==> config.mk <==
export PLATFORM = sky130hd
export DESIGN_NAME = pcie_rd_tag_tracker
export DESIGN_NICKNAME = d
export VERILOG_FILES = /design/src/rtl/pcie_rd_tag_tracker.sv
export SDC_FILE = /design/constraint.sdc
export NUM_CORES = 2
export LEC_CHECK = 0
export BUFFER_PORTS_ARGS = -buffer_cell sky130_fd_sc_hd__buf_2
export CAP_MARGIN = 20
export CORE_MARGIN = 4
export CORE_UTILIZATION = 62
export CTS_CLUSTER_SIZE = 24
export DETAILED_ROUTE_END_ITERATION = 16
export PLACE_DENSITY = 0.8
export SETUP_SLACK_MARGIN = 0.05
export SLEW_MARGIN = 20
export SYNTH_ARGS = -nofsm -noshare
export SYNTH_HDL_FRONTEND = slang
export SYNTH_SLANG_ARGS = --single-unit
==> constraint.sdc <==
create_clock -name clk -period 8 [get_ports clk]
set_input_delay 0.4 -clock clk [delete_from_list [all_inputs] [get_ports clk]]
set_output_delay 0.4 -clock clk [all_outputs]
set_load 0.03 [all_outputs]
==> src/rtl/pcie_rd_tag_tracker.sv <==
// Joins read requests with allocator tags, tracks outstanding completion DWs per tag,
// and returns finished tags to the allocator while reporting done events to the DMA engine.
module pcie_rd_tag_tracker #(
   parameter int unsigned PCIE_TAG_BITS = 5,
   parameter int unsigned LEN_BITS      = 10,
   parameter int unsigned ADDR_BITS     = 32,
   parameter int unsigned CTX_BITS      = 16
) (
   input  logic                     clk,
   input  logic                     rst,
   input  logic                     alloc_core_ready,
   input  logic [ADDR_BITS-1:0]     s_req_addr,
   input  logic [LEN_BITS-1:0]      s_req_len,
   input  logic [CTX_BITS-1:0]      s_req_ctx,
   input  logic                     s_req_valid,
   output logic                     s_req_ready,
   input  logic [PCIE_TAG_BITS-1:0] s_tag_data,
   input  logic                     s_tag_valid,
   output logic                     s_tag_ready,
   output logic [PCIE_TAG_BITS-1:0] m_rdreq_tag,
   output logic [ADDR_BITS-1:0]     m_rdreq_addr,
   output logic [LEN_BITS-1:0]      m_rdreq_len,
   output logic                     m_rdreq_valid,
   input  logic                     m_rdreq_ready,
   input  logic [PCIE_TAG_BITS-1:0] s_cpl_tag,
   input  logic [LEN_BITS-1:0]      s_cpl_len,
   input  logic                     s_cpl_valid,
   output logic                     s_cpl_ready,
   output logic [PCIE_TAG_BITS-1:0] m_tag_free_data,
   output logic                     m_tag_free_valid,
   input  logic                     m_tag_free_ready,
   output logic [PCIE_TAG_BITS-1:0] m_done_tag,
   output logic [CTX_BITS-1:0]      m_done_ctx,
   output logic                     m_done_err,
   output logic                     m_done_valid,
   input  logic                     m_done_ready,
   output logic [PCIE_TAG_BITS:0]   outstanding,
   output logic                     err_unexpected,
   output logic                     err_overrun
);

   localparam int unsigned Depth   = 1 << PCIE_TAG_BITS;
   localparam int unsigned RemBits = LEN_BITS + 1;
   localparam logic [PCIE_TAG_BITS:0] OneCnt = 1;

   function automatic logic [RemBits-1:0] expand(input logic [LEN_BITS-1:0] x);
      return (x == '0) ? {1'b1, {LEN_BITS{1'b0}}} : {1'b0, x};
   endfunction

   logic [Depth-1:0]    valid_q, valid_d;
   logic [RemBits-1:0]  rem_q [Depth];
   logic [RemBits-1:0]  rem_d [Depth];
   logic [CTX_BITS-1:0] ctx_q [Depth];
   logic [CTX_BITS-1:0] ctx_d [Depth];

   logic [PCIE_TAG_BITS-1:0] rdreq_tag_q, rdreq_tag_d;
   logic [ADDR_BITS-1:0]     rdreq_addr_q, rdreq_addr_d;
   logic [LEN_BITS-1:0]      rdreq_len_q, rdreq_len_d;
   logic                     rdreq_valid_q, rdreq_valid_d;
   logic [PCIE_TAG_BITS-1:0] free_data_q, free_data_d;
   logic                     free_valid_q, free_valid_d;
   logic [PCIE_TAG_BITS-1:0] done_tag_q, done_tag_d;
   logic [CTX_BITS-1:0]      done_ctx_q, done_ctx_d;
   logic                     done_err_q, done_err_d;
   logic                     done_valid_q, done_valid_d;
   logic [PCIE_TAG_BITS:0]   outstanding_q, outstanding_d;
   logic                     err_unexp_q, err_unexp_d;
   logic                     err_over_q, err_over_d;

   logic               issue_fire, cpl_fire, cpl_hit, cpl_final, cpl_over, inc, dec;
   logic [RemBits-1:0] cpl_rem, cpl_exp;

   assign issue_fire = alloc_core_ready && s_req_valid && s_tag_valid &&
                       (!rdreq_valid_q || m_rdreq_ready);
   assign s_req_ready = issue_fire;
   assign s_tag_ready = issue_fire;

   assign s_cpl_ready = (!free_valid_q || m_tag_free_ready) && (!done_valid_q || m_done_ready);
   assign cpl_fire    = s_cpl_valid && s_cpl_ready;
   assign cpl_hit     = valid_q[s_cpl_tag];
   assign cpl_rem     = rem_q[s_cpl_tag];
   assign cpl_exp     = expand(s_cpl_len);
   assign cpl_final   = cpl_exp >= cpl_rem;
   assign cpl_over    = cpl_exp > cpl_rem;

   // A reissue onto a still-valid tag overwrites the entry without counting twice.
   assign inc = issue_fire && !valid_q[s_tag_data];
   assign dec = cpl_fire && cpl_hit && cpl_final;

   always_comb begin
      valid_d = valid_q;
      rem_d   = rem_q;
      ctx_d   = ctx_q;
      if (cpl_fire && cpl_hit) begin
         if (cpl_final) valid_d[s_cpl_tag] = 1'b0;
         else           rem_d[s_cpl_tag]   = cpl_rem - cpl_exp;
      end
      if (issue_fire) begin
         valid_d[s_tag_data] = 1'b1;
         rem_d[s_tag_data]   = expand(s_req_len);
         ctx_d[s_tag_data]   = s_req_ctx;
      end
   end

   always_comb begin
      rdreq_tag_d   = rdreq_tag_q;
      rdreq_addr_d  = rdreq_addr_q;
      rdreq_len_d   = rdreq_len_q;
      rdreq_valid_d = rdreq_valid_q && !m_rdreq_ready;
      if (issue_fire) begin
         rdreq_tag_d   = s_tag_data;
         rdreq_addr_d  = s_req_addr;
         rdreq_len_d   = s_req_len;
         rdreq_valid_d = 1'b1;
      end

      free_data_d  = free_data_q;
      free_valid_d = free_valid_q && !m_tag_free_ready;
      done_tag_d   = done_tag_q;
      done_ctx_d   = done_ctx_q;
      done_err_d   = done_err_q;
      done_valid_d = done_valid_q && !m_done_ready;
      if (dec) begin
         free_data_d  = s_cpl_tag;
         free_valid_d = 1'b1;
         done_tag_d   = s_cpl_tag;
         done_ctx_d   = ctx_q[s_cpl_tag];
         done_err_d   = cpl_over;
         done_valid_d = 1'b1;
      end

      unique case ({inc, dec})
         2'b10:   outstanding_d = outstanding_q + OneCnt;
         2'b01:   outstanding_d = outstanding_q - OneCnt;
         default: outstanding_d = outstanding_q;
      endcase

      err_unexp_d = cpl_fire && !cpl_hit;
      err_over_d  = cpl_fire && cpl_hit && cpl_over;
   end

   // Payload storage needs no reset; only the valid bits gate its use.
   always_ff @(posedge clk) begin
      rem_q <= rem_d;
      ctx_q <= ctx_d;
   end

   always_ff @(posedge clk) begin
      if (rst) begin
         valid_q       <= '0;
         rdreq_tag_q   <= '0;
         rdreq_addr_q  <= '0;
         rdreq_len_q   <= '0;
         rdreq_valid_q <= 1'b0;
         free_data_q   <= '0;
         free_valid_q  <= 1'b0;
         done_tag_q    <= '0;
         done_ctx_q    <= '0;
         done_err_q    <= 1'b0;
         done_valid_q  <= 1'b0;
         outstanding_q <= '0;
         err_unexp_q   <= 1'b0;
         err_over_q    <= 1'b0;
      end else begin
         valid_q       <= valid_d;
         rdreq_tag_q   <= rdreq_tag_d;
         rdreq_addr_q  <= rdreq_addr_d;
         rdreq_len_q   <= rdreq_len_d;
         rdreq_valid_q <= rdreq_valid_d;
         free_data_q   <= free_data_d;
         free_valid_q  <= free_valid_d;
         done_tag_q    <= done_tag_d;
         done_ctx_q    <= done_ctx_d;
         done_err_q    <= done_err_d;
         done_valid_q  <= done_valid_d;
         outstanding_q <= outstanding_d;
         err_unexp_q   <= err_unexp_d;
         err_over_q    <= err_over_d;
      end
   end

   assign m_rdreq_tag      = rdreq_tag_q;
   assign m_rdreq_addr     = rdreq_addr_q;
   assign m_rdreq_len      = rdreq_len_q;
   assign m_rdreq_valid    = rdreq_valid_q;
   assign m_tag_free_data  = free_data_q;
   assign m_tag_free_valid = free_valid_q;
   assign m_done_tag       = done_tag_q;
   assign m_done_ctx       = done_ctx_q;
   assign m_done_err       = done_err_q;
   assign m_done_valid     = done_valid_q;
   assign outstanding      = outstanding_q;
   assign err_unexpected   = err_unexp_q;
   assign err_overrun      = err_over_q;

endmodule

# [Yosys cells after proc, flatten, opt, wreduce, memory -nomap -nowiden]
# Cells that the tools add are included.
[classes] mux=35 addsub=3 n_lt_le_gt_ge=10 eq_ne=2 n_bitwise=5 n_reduce_logical=31
[ops] operator="352-bit two-way mux" count=3
[ops] operator="352-bit bitwise mux" count=2
[ops] operator="512-bit bitwise mux" count=1
[ops] operator="11-bit demux with 5-bit select" count=2
[ops] operator="32-bit two-way mux" count=3
[ops] operator="16-bit binary-select mux with 5-bit select" count=1
[ops] operator="16-bit demux with 5-bit select" count=1
[ops] operator="11-bit two-way mux" count=6
[ops] operator="11-bit binary-select mux with 5-bit select" count=1
[ops] operator="16-bit two-way mux" count=3
[ops] operator="32-bit bitwise AND" count=1
[ops] operator="32-bit inverter" count=1
[ops] operator="32-bit OR" count=1
[ops] operator="10-bit logical NOT" count=2
[ops] operator="1-bit logical AND" count=17
[ops] operator="6-bit greater-or-equal comparator (second input constant)" count=2
[ops] operator="5-bit by 6-bit less-than comparator with 1-bit output (second input constant)" count=2
[ops] operator="6-bit by 1-bit less-than comparator with 1-bit output (second input constant)" count=2
[ops] operator="5-bit inverter with 6-bit output" count=2
[ops] operator="6-bit one-hot mux with 2 select lines" count=1
[ops] operator="11-bit greater-or-equal comparator" count=1
[ops] operator="11-bit greater-than comparator" count=1
[ops] operator="11-bit subtractor" count=1
[ops] operator="1-bit binary-select mux with 5-bit select" count=2
[ops] operator="10 further kinds" count=27
[word_totals] elab_cells=163 inputBits=87 regBits=976 out_inout_bits=88

# [Logic depth before layout (Yosys ltp)]
[depth] depth_word=10 ltp_mapped=31 ltp_nobuf=22

# [Worst setup path after synthesis]
# No wires, ideal clock.
[synth_timing] kind="input-to-reg" from="in s_cpl_tag[0]" to="reg outstanding_q[4] (netlist: outstanding[4])" n_path_buf=9 required_time_ns=7.872 arrival_time_ns=6.349 setup_ns=0.128 path_stages=29 setup_slack_ns=1.523 cell_sequence="buf_2 -> clkbuf_1 -> clkbuf_1 -> buf_2 -> mux4_2 -> a22oi_1 -> nand4_1 -> ha_1 -> clkbuf_1 -> and4_1 -> and2_1 -> a221o_1 -> buf_2 -> nand2_1 -> buf_2 -> nand3_4 -> inv_2 -> buf_2 -> ha_1 -> clkbuf_1 -> xor2_1 -> ha_1 -> a21o_1 -> a21o_1 -> a22oi_1 -> nor2_1 -> o21bai_1 -> xor2_1 -> nor2_1"
[synth_between] elab_chain_len=8 elab_cells_between_ends=13 cone_classes="1 x order compare; 2 x eq/ne; 6 x mux; 1 x bitwise; 3 x reduce/logical"
[synth_lines] item="start, declared" line="25" rtl="input logic [PCIE_TAG_BITS-1:0] s_cpl_tag,"
[synth_lines] item="5-bit inverter with 6-bit output (implied by the code)" line="81" rtl="assign cpl_rem = rem_q[s_cpl_tag];"
[synth_lines] item="11-bit binary-select mux with 5-bit select" line="81"
[synth_lines] item="11-bit two-way mux (implied by the code) (2 in a row)" line="81"
[synth_lines] item="11-bit greater-or-equal comparator" line="83" rtl="assign cpl_final = cpl_exp >= cpl_rem;"
[synth_lines] item="1-bit logical AND *" line="88" rtl="assign dec = cpl_fire && cpl_hit && cpl_final;"
[synth_lines] item="net dec" line="70" rtl="logic issue_fire, cpl_fire, cpl_hit, cpl_final, cpl_over, inc, dec;"
[synth_lines] item="2-bit by 1-bit equality test with 1-bit output / 2-bit equality test (equally long branches)" line="132" rtl="unique case ({inc, dec})"
[synth_lines] item="6-bit one-hot mux with 2 select lines / 2-bit nonzero test (equally long branches)"
[synth_lines] item="end signal, assigned" line="176" rtl="outstanding_q <= outstanding_d;"
[synth_lines] item="end, declared" line="66" rtl="logic [PCIE_TAG_BITS:0] outstanding_q, outstanding_d;"
# The timed path passes the listed nets; every way through them passes the cells marked *. The select of a mux whose other input is x is not followed.
# A chain may end at the register's enable or synchronous reset.

# [Final worst setup path]
[layout_timing] from="in s_cpl_tag[3]" to="reg outstanding_q[4] (netlist: outstanding[4])"
[layout_between] elab_chain_len=8 elab_cells_between_ends=13 cone_classes="1 x order compare; 2 x eq/ne; 6 x mux; 1 x bitwise; 3 x reduce/logical"
[layout_lines] item="5-bit inverter with 6-bit output (implied by the code)" line="81"
[layout_lines] item="11-bit binary-select mux with 5-bit select" line="81"
[layout_lines] item="11-bit two-way mux (implied by the code) (2 in a row)" line="81"
[layout_lines] item="11-bit greater-or-equal comparator" line="83"
[layout_lines] item="1-bit logical AND *" line="88"
[layout_lines] item="2-bit by 1-bit equality test with 1-bit output / 2-bit equality test (equally long branches)" line="132"
[layout_lines] item="6-bit one-hot mux with 2 select lines / 2-bit nonzero test (equally long branches)"
# Mark *: on every way between the ends. The rest lies on a longest branch, timed or not. The select of a mux whose other input is x is not followed.

==> out/metrics.cfg <==
[status]
status=completed

[yosys]
avgSynthCellArea_um2=12.05
synth_ff_type=edfxtp_1
seq_area_frac_synth=0.5747
synth_edf_count=512
synth_cells=3561
yosysUniqueCellTypes=69
synth.ff_latch_count=976
syn_area_um2=42910
synthAdderAreaFrac=0.004548
synth_xor_area_frac=0.002857
synth_top_family_by_area=multiplexers
synth_compound_area_frac=0.08759
synth_nets=3663
synthArstFlopShare=0
synth_mux_area_frac=0.1708
synth_warnings=0
synthSimpleGateAreaFrac=0.1183

[detailed_routing]
drc=0
ant_nets=0
firstDrtPassIters=9
wl_per_cell_um=29.96
routed_wl_um=138900
via_count=32560
vias_per_cell=7.023
drtIter0Drc=5665

[job]
cap_violations=0

[sta]
setup_tns_ns=0
tightest_slew_ns=1.226
max_slew_margin=0.1750
drv_slew=0
fin_ws_ns=1.342
max_freq_mhz=150.2
hold_viol_final=0
fin_crit_ns=6.658
post-route-period-util=0.8322
report.final.setup_viol=0
fin_worst_skew_ns=0.02765
hold_ws_ns=0.004680
grt_setup_unrepaired=false

[die]
rows=96
die_h_um=271.1
coreArea_um2=68590
start_util=0.6257
io_pins=175
dieArea_um2=73490
die_x_um=271.1

[clock_tree]
clockBufferDepth=3
root_buffer=clkbuf_16
cts_made_buffers=97
cts_tree=done
cts-resized-gates=0
clock_latency_ns=0.68
htreeDepth=3
cts.sink_count=976
clk_pin_slew_ns=0.06

[final_layout]
multi_input_area_um2=16650
drive_gt1_frac=0.1923
fill_cells=4547
nNetsFinal=3724
final_common_cell=nand2_1
ff_latch_area_um2=24660
postLayoutCoreUtil=0.6979
syn_to_final_growth_pct=11.55
mostFrequentLayoutCells=nand2_1 (543), edfxtp_1 (512), dfxtp_1 (464)

[global_route]
grt_start_max_net_pins=106
grt_pass1_vias=31250
grt_pass1_wl_um=203900
antenna_found_initial=3
grtUsageTotal=0.3701
grt.overflow.total=0

[worst_setup_path]
arrival_ns=7.17
slowest_stage=nor2_2
r2r_slack_ns=1.91
worstSetupEndpointType=flop
critPathBufInv=3
r2r-end=outstanding[4]
worstPathCellList=buf_2 -> nand2b_1 -> nor2_2 -> buf_4 -> a22oi_1 -> nand4_1 -> ha_1 -> a21o_1 -> a31o_2 -> a221o_1 -> nand2_1 -> nand3_4 -> inv_2 -> ha_1 -> xor2_1 -> ha_1 -> a21o_1 -> a21o_1 -> a22oi_1 -> nor2_1 -> o21bai_1 -> xor2_1 -> nor2_1
worst-setup-path-type=input port to flop
critPathMaxStageDelay_ns=0.75
cp_top_family=simple AND/OR/NAND/NOR gates
cp_max_fo=29
startpoint_type=input port
r2r_start=rem_q[36]
ff2ff_path_depth=20
worstPathRequired_ns=8.51

[place]
dp_hpwl_um=81670
place_ws_ns=0.9950
port-buffer-count=174
gp_congestion=1.009

[power]
leakage_nw=18.42
peakVddDrop_v=0.0001540
p_total_mw=11.71
powerDensity_nw_per_um2=244.7

[min_path]
whs_endpoint=m_rdreq_addr[1]
whs_path_depth=3
hp-class=input port to flop
hp-start=s_req_addr[1]

how the worst max path moves through the flow:
stage | startpoint | endpoint | slack [ns] | cells past startpoint
finish | s_cpl_tag[3] | outstanding[4] | 1.34 | 23
global route | s_cpl_tag[0] | outstanding[4] | 1.03 | 22
CTS | s_cpl_tag[3] | outstanding[4] | 1.59 | 23
detailed placement | s_cpl_tag[0] | outstanding[4] | 1.0 | 22
global placement | s_cpl_tag[0] | outstanding[4] | 1.09 | 22
floorplan | s_cpl_tag[0] | outstanding[4] | 1.52 | 29
area by class of cell:
| type | count | share of cell area |
|---|---|---|
| sequential | 976 | 0.5152 |
| multi-input combinational | 2198 | 0.3478 |
| clock buffer | 125 | 0.05523 |
| timing repair buffer | 299 | 0.03983 |
| tap | 931 | 0.02433 |
| clock inverter | 55 | 0.01346 |
| inverter | 50 | 0.003947 |
| antenna | 2 | 0.0001046 |
power breakdown:
part           total (mW)  switching [mW]  internal, mW
Sequential           5.62           0.144          5.48
Combinational        1.36           0.894         0.462
Clock                4.73            2.00          2.73
flip-flops by register name (all words and copies together) (netlist names):
register / count
valid_q: 32
rem_q: 352
ctx_q: 512
m_rdreq_len: 10
err_unexpected: 1
m_done_tag: 5
err_overrun: 1
m_rdreq_addr: 32
m_tag_free_valid: 1
m_rdreq_tag: 5
outstanding: 6
m_done_ctx: 16
m_done_err: 1
m_rdreq_valid: 1
m_done_valid: 1
metrics by stage:
| step | area, um^2 | cells |
|---|---|---|
| finish | 47870 | 4636 |
| global route | 47860 | 4634 |
| global placement | 44240 | 4425 |
| CTS | 47830 | 4633 |
| detailed placement | 44270 | 4426 |
| floorplan | 42910 | 3561 |
timing repair:
item / CTS / global route
endpoints found under the hold margin: 27 / 0
endpoints found under the setup margin: 0 / 0
buffers inserted: 0 / 0
hold buffers: 27 / 0
worst min-delay path, cell delays in order:
cell and delay, ns:
buf_2 0.09, nand2_1 0.06, a21oi_1 0.06
cell usage after synthesis, drive strengths merged, types with 32 or more instances:
master,n,area share
mux4,225,0.12
a21o,42,0.0073
inv,49,0.0043
nor2,81,0.0072
clkbuf,250,0.022
a21oi,141,0.016
dfxtp,464,0.22
mux2i,225,0.052
buf,87,0.015
nand4,41,0.0063
nor3,38,0.0047
edfxtp,512,0.36
a22oi,103,0.018
nand2,546,0.048
nand3,280,0.036
o21ai,245,0.029
a31oi,32,0.0047
logic make-up after synthesis:
kind of cell,Yosys count
buffers and inverters,387
AND/OR/NAND/NOR,1089
AO/OA/AOI/OAI,629
flip-flops,976
adder cells (fa/ha/maj),15
XOR/XNOR,14
multiplexers,451
per-layer routing:
| metal | wire length [um] | track usage |
|---|---|---|
| met1 | 48250 | 0.4980 |
| met2 | 60900 | 0.5505 |
| met4 | 8776 | 0.1839 |
| met5 | 30 | 0 |
| met3 | 20950 | 0.1158 |
(Power assumes the default switching activity.)
